--- src/rtl/mem_access_unit.sv ---
// Memory access sequencer: turns CPU fetch/load/store phases into single timed
// accesses on a synchronous RAM and holds the CPU until each access completes.
module mem_access_unit #(
    parameter int DATA_W = 16,
    parameter int ADDR_W = 16,
    parameter int WAIT   = 1
) (
    input  logic              clock,
    input  logic              reset,
    input  logic [4:0]        phase,
    input  logic [DATA_W-1:0] IRData,
    input  logic [DATA_W-1:0] writeData,
    input  logic [ADDR_W-1:0] PC,
    input  logic [ADDR_W-1:0] DR,
    output logic [ADDR_W-1:0] memAddress,
    output logic [DATA_W-1:0] memWriteData,
    output logic              memWren,
    input  logic [DATA_W-1:0] memQ,
    output logic [DATA_W-1:0] memoryData,
    output logic              stall,
    output logic              done,
    output logic [1:0]        fsm_state
);

    localparam logic [1:0] IDLE   = 2'd0;
    localparam logic [1:0] ACCESS = 2'd1;
    localparam logic [1:0] DONE   = 2'd2;

    localparam int         CNT_W    = 4;
    localparam logic [3:0] LAST_CNT = CNT_W'(WAIT - 1);

    localparam logic [4:0] PH_FETCH = 5'b00001;
    localparam logic [4:0] PH_MEM   = 5'b01000;

    logic [1:0]        state;
    logic [CNT_W-1:0]  wait_cnt;
    logic              served_q;
    logic [4:0]        phase_q;
    logic [ADDR_W-1:0] addr_q;
    logic [DATA_W-1:0] wdata_q;
    logic              store_q;

    logic [1:0] opcode;
    logic       is_fetch;
    logic       is_load;
    logic       is_store;
    logic       req;
    logic       phase_changed;
    logic       served_eff;
    logic       start;
    logic       last_access;
    logic       unused_ir;

    assign opcode    = IRData[DATA_W-1:DATA_W-2];
    assign unused_ir = ^IRData[DATA_W-3:0];

    assign is_fetch = (phase == PH_FETCH);
    assign is_load  = (phase == PH_MEM) && (opcode == 2'b00);
    assign is_store = (phase == PH_MEM) && (opcode == 2'b01);
    assign req      = is_fetch || is_load || is_store;

    // A phase change retires the served flag in the same cycle, so a new
    // phase instance can start an access without waiting an extra cycle.
    assign phase_changed = (phase != phase_q);
    assign served_eff    = served_q && !phase_changed;

    assign start       = (state == IDLE) && req && !served_eff;
    assign last_access = (state == ACCESS) && (wait_cnt == LAST_CNT);

    // Handshake: a decoded request asks for an access; stall holds the CPU
    // from the decode cycle through the last ACCESS cycle, and done pulses
    // for one cycle when memoryData carries the fetched or loaded word.
    always_ff @(posedge clock) begin
        if (reset) begin
            state      <= IDLE;
            wait_cnt   <= '0;
            served_q   <= 1'b0;
            phase_q    <= '0;
            addr_q     <= '0;
            wdata_q    <= '0;
            store_q    <= 1'b0;
            memoryData <= '0;
        end else begin
            phase_q  <= phase;
            served_q <= phase_changed ? 1'b0 : (served_q || last_access);
            case (state)
                IDLE: begin
                    if (start) begin
                        state    <= ACCESS;
                        wait_cnt <= '0;
                        addr_q   <= is_fetch ? PC : DR;
                        wdata_q  <= writeData;
                        store_q  <= is_store;
                    end
                end
                ACCESS: begin
                    if (last_access) begin
                        state    <= DONE;
                        wait_cnt <= '0;
                        if (!store_q) begin
                            memoryData <= memQ;
                        end
                    end else begin
                        wait_cnt <= wait_cnt + CNT_W'(1);
                    end
                end
                DONE: begin
                    state <= IDLE;
                end
                default: begin
                    state <= IDLE;
                end
            endcase
        end
    end

    // Write enable only in the first ACCESS cycle: one RAM write per store.
    assign memAddress   = (state == ACCESS) ? addr_q : '0;
    assign memWriteData = ((state == ACCESS) && store_q) ? wdata_q : '0;
    assign memWren      = (state == ACCESS) && store_q && (wait_cnt == '0);
    assign stall        = (state == ACCESS) || start;
    assign done         = (state == DONE);
    assign fsm_state    = state;

endmodule

--- config.mk ---
export PLATFORM = sky130hd
export DESIGN_NAME = mem_access_unit
export DESIGN_NICKNAME = d
export VERILOG_FILES = /design/src/rtl/mem_access_unit.sv
export SDC_FILE = /design/constraint.sdc
export NUM_CORES = 1
export LEC_CHECK = 0
export ABC_AREA = 1
export CAP_MARGIN = 20
export CORE_UTILIZATION = 43
export DETAILED_ROUTE_END_ITERATION = 16
export PLACE_DENSITY = 0.93
export SETUP_SLACK_MARGIN = 0.15
export SYNTH_ARGS = -nofsm -noshare
export SYNTH_HDL_FRONTEND = slang
export SYNTH_SLANG_ARGS = --single-unit
--- constraint.sdc ---
create_clock -name clock -period 4.65 [get_ports clock]
set_clock_uncertainty 0.1 [all_clocks]
set_input_delay 0.93 -clock clock [delete_from_list [all_inputs] [get_ports clock]]
set_output_delay 0.93 -clock clock [all_outputs]
set_load 0.005 [all_outputs]
# [Word-level counts from Yosys, hierarchy flattened]
# Cells that the tools add are included.
[word_totals] output_inout_bits=53 regBits=61 word_cells=50 inputBits=87
[classes] eq_ne=8 bitwise_logic=1 n_reduce_logical=23 addsub=1 n_mux=9
[ops] cell="two-way mux 16 bit" n=3
[ops] cell="logical AND 1 bit" n=8
[ops] cell="two-way mux 4 bit" n=2
[ops] cell="one-hot mux 4 bit (2 select lines)" n=1
[ops] cell="AND reduction 2 bit" n=3
[ops] cell="== test 5 x 1 -> 1 bit (second input constant)" n=1
[ops] cell="== test 5 x 4 -> 1 bit (second input constant)" n=1
[ops] cell="!= test 5 bit" n=1
[ops] cell="adder 4 x 1 -> 4 bit (second input constant)" n=1
[ops] cell="== test 2 x 1 -> 1 bit (second input constant)" n=2
[ops] cell="zero test 2 bit" n=2
[ops] cell="zero test 4 bit" n=1
[ops] cell="logical OR 1 bit" n=4
[ops] cell="two-way mux 2 bit" n=2
[ops] cell="!= test 2 bit (second input constant)" n=2
[ops] cell="one-hot mux 2 bit (2 select lines)" n=1
[ops] cell="AND reduction 3 bit" n=1
[ops] cell="== test 2 bit (second input constant)" n=1
[ops] cell="zero test 1 bit" n=2
[ops] cell="nonzero test 2 bit" n=1
[ops] cell="OR reduction 2 bit" n=1
[ops] cell="NOT 1 bit" n=1

# [Depth between registers and ports, before layout]
[logic_depth] word_depth=8 depth_mapped=11 ltp_nobuf=9

# [Least setup slack after synthesis]
# No wires, ideal clock.
[synth_timing] path_type="input -> output" from="input port phase[4]" to="output port stall" t_arrival_ns=1.820 path_stages=6 slack_ns=1.800 t_required_ns=3.620 n_path_buf=1 path_cell_list="nor3_4 -> nand2_4 -> a21oi_2 -> nand2_1 -> buf_4 -> nand2_1"
[synth_between] elab_chain_cells=7 elab_cells_between_ends=13 cone_classes="3 x eq/ne; 10 x reduce/logical"
[synth_lines] element="start, declared" line="10" rtl="input logic [4:0] phase,"
[synth_lines] element="== test 5 x 4 -> 1 bit" line="58, 59"
[synth_lines] element="logical AND 1 bit" line="58" rtl="assign is_load = (phase == PH_MEM) && (opcode == 2'b00);"
[synth_lines] element="logical OR 1 bit (2 in series)" line="60" rtl="assign req = is_fetch || is_load || is_store;"
[synth_lines] element="logical AND 1 bit" line="67" rtl="assign start = (state == IDLE) && req && !served_eff;"
[synth_lines] element="logical AND 1 bit (*)" line="67"
[synth_lines] element="logical OR 1 bit (*)" line="121" rtl="assign stall = (state == ACCESS) || start;"
[synth_lines] element="end, declared" line="20" rtl="output logic stall,"
# Every way passes the cells marked *; elsewhere a longest branch is shown, timed or not.

# [Final worst setup path]
[layout_timing] from="input port phase[0]" to="output port stall"
# Same word-level chain as after synthesis.

==> qor.csv <==
stage,metric,value,unit
placement,routability cong.,0.8474,
yosys,cells after synthesis,425,
cells_and_area,Filler cells,543,
yosys,"area leader, netlist",dfxtp_1,
clock_network,CTS sink count,61,
power,Clock power frac,43.4,%
power,sequential share of power,45.1,%
timing,fin. max-slew vios,0,
min_path,worst min-delay path class,reg2reg,
clock_network,hold-fix buffers at CTS,0,
timing,Fmax,0.2568,GHz
cells_and_area,Non-Filler Instances,624,
yosys,Synth Register Bits,61,
clock_network,H-Tree Depth,3,
yosys,Yosys Warn Count,0,
power,combinational share of power,11.5,%
worst_setup_path,crit path kind,in2out,
placement,DP Cell Count,608,
route,routed len/inst,12.00,um
flow_run,maxcap violations,0,
power,Leak,1.637,nW
timing,worst hold margin,0.3431,ns
floorplanning,Core Rows,29,
floorplanning,chip width,82.81,um
power,Int Pwr,0.9226,mW
worst_setup_path,crit start category,primary input,
power,Max VDD drop,0.2726,mV
floorplanning,die area,6857,sq um
timing,fin crit period,3.895,ns
route,# DRC,0,
power,Tot Pwr,1.206,mW
placement,Area after DPL,4068,sq um
yosys,Mapped Area,2808,sq um
timing,Final Cycle Share,83.75,%
cells_and_area,utilization after layout,67.95,%
global_routing,initial antenna violation count,0,
outcome,outcome,completed,
timing,final worst slack,0.7555,ns
timing,max_slew headroom,58.70,%
global_routing,total grt overflow,0,
floorplanning,die height,82.81,um
worst_setup_path,WP data required,3.62,ns
floorplanning,Core ar.,6314,sq um
clock_network,Clock Pin Slew Worst Setup and Hold Paths,0.08,ns
yosys,Cell variety after synth,24,
power,Net Switching,0.2835,mW
min_path,Hold Startpoint,memoryData[8],
clock_network,TritonCTS Buffers,9,
clock_network,CTS root buf,clkbuf_8,
power,pwr/cell area,281.1,nW/um^2
clock_network,Post-CTS Resized,0,
timing,final hold violation count,0,
worst_setup_path,Critical Path Start,phase[0],
clock_network,CTS tree,done,
route,Iter 0 DRT Violations,159,
worst_setup_path,CP Data Arrival Time,2.86,ns
yosys,share of the synthesized area in the top cell type,43.49,%
timing,worst slew pin tran,0.6188,ns
cells_and_area,Area growth syn-to-layout,52.81,%
yosys,net count after synthesis,514,
cells_and_area,Final Instance Area,4290,sq um
floorplanning,Ports,140,
timing,unrepaired setup endpoints after global routing,no,
yosys,"top cells by area, synth","dfxtp_1 43%, nor2_1 15%, inv_1 9.2%",
global_routing,gr usage total,22.13,%
worst_setup_path,R2R setup slack,2.46,ns
global_routing,global-route wire length before repair,12410,um
worst_setup_path,RR Startpoint,fsm_state[0],
global_routing,largest net degree at the start of global routing,38,
yosys,syn avg cell area,6.606,sq um
clock_network,Clock Tree Buf Depth,2,
placement,pre-CTS setup slack,0.7616,ns
yosys,sequential share of the synthesized area,43.49,%
cells_and_area,fraction of layout cells with a size suffix above 1,4.936,%
route,Routed Antenna Nets,0,
route,drt total wl,7491,um
timing,Setup TNS,0,ns
route,Initial DRT Pass Iterations,5,
cells_and_area,Final #Nets,631,
floorplanning,Initial Util,44.47,%
worst_setup_path,CP Max Fanout,17,
global_routing,number of global-route vias before repair,2840,
clock_network,post-CTS setup repair buffer count,0,
worst_setup_path,element type at the critical path end,primary output,
placement,Port Buffers,125,
route,Via Count,2994,
power,sw frac,23.51,%
cells_and_area,Antenna Cells,0,
timing,Final setup viols,0,
route,Via-to-Cell Ratio,4.798,
placement,Final HPWL DP,5450,um
clock_network,clock latency on the worst-skew pair,0.33,ns
==> sequential cells by signal, summed over array words and instances (netlist names) <==
name,cells
addr_q,16
fsm_state,2
memoryData,16
phase_q,5
served_q,1
store_q,1
wait_cnt,4
wdata_q,16
==> cell type report <==
| class | instances | area (sq um) | share of cell area, % |
|---|---|---|---|
| clock buffer | 9 | 123.9 | 2.887 |
| clock inverter | 7 | 98.84 | 2.304 |
| inverter | 70 | 267.8 | 6.241 |
| multi-input combinational | 271 | 1201 | 28.00 |
| sequential | 61 | 1221 | 28.46 |
| tap | 77 | 96.34 | 2.246 |
| timing repair buffer | 129 | 1281 | 29.86 |
==> cell families (layout without fill, tap and decap cells) <==
family | Yosys count | in the layout | share of synthesized area [%]
and+or+nand+nor | 192 | 192 | 27.81
AOI/OAI and AO/OA | 76 | 76 | 13.77
xor gates and xnor gates | 1 | 1 | 0.3120
buffers and inverters | 93 | 215 | 13.73
adders and majority gates | 2 | 2 | 0.8911
DFF | 61 | 61 | 43.49
==> worst max-delay path, stage by stage <==
cell and delay [ns]:
clkdlybuf4s50_1 0.50, inv_1 0.08, nor2_2 0.07, buf_4 0.22, nand2_4 0.17, a21oi_2 0.17, nand2_1 0.08, nand2_1 0.11
clkdlybuf4s50_1 0.53
==> power by group through the flow <==
| stage | Combinational, mW | Sequential [mW] | Clock [mW] |
|---|---|---|---|
| 2_1_floorplan | 0.0586 | 0.555 | 0 |
| 3_3_place_gp | 0.134 | 0.555 | 0 |
| 3_5_place_dp | 0.138 | 0.556 | 0 |
| 4_1_cts | 0.139 | 0.544 | 0.534 |
| 5_1_grt | 0.154 | 0.546 | 0.554 |
| 6_report | 0.139 | 0.544 | 0.523 |
==> metal layers <==
metal | vias to the layer above | share of wire (%) | global-route usage (%)
met1 | 1348 | 40 | 23.38
met2 | 99 | 53 | 41.88
li1 | 1531 | - | -
met3 | 16 | 4.8 | 5.268
met5 | - | 0 | 0
met4 | 0 | 2.0 | 8.621
==> placed cells by master (no fill, tap or decap), drive strengths merged <==
master / netlist / final
nand4: 2 / 2
o21ai: 53 / 53
inv: 69 / 70
nand3: 21 / 21
ha: 2 / 2
clkinv: 1 / 4
o31ai: 1 / 1
xnor2: 1 / 1
bufinv: 0 / 2
a21oi: 22 / 22
or2: 1 / 1
clkbuf: 13 / 9
clkdlybuf4s50: 0 / 125
nor3: 2 / 2
nand2: 53 / 53
buf: 10 / 4
clkinvlp: 0 / 1
dfxtp: 61 / 61
nor2: 113 / 113
==> synthesized netlist by cell type, drive strengths merged <==
cell    instances
o31ai           1
o21ai          53
a21oi          22
nand4           2
inv            69
nand3          21
clkinv          1
dfxtp          61
or2             1
nor2          113
ha              2
clkbuf         13
nor3            2
xnor2           1
nand2          53
buf            10
==> final timing paths <==
path | cells after the start | endpoint
min | 2 | memoryData[8]
max reg2reg | 8 | memoryData[3]
max | 9 | stall
min reg2reg | 2 | memoryData[8]
(Power assumes the default switching activity.)
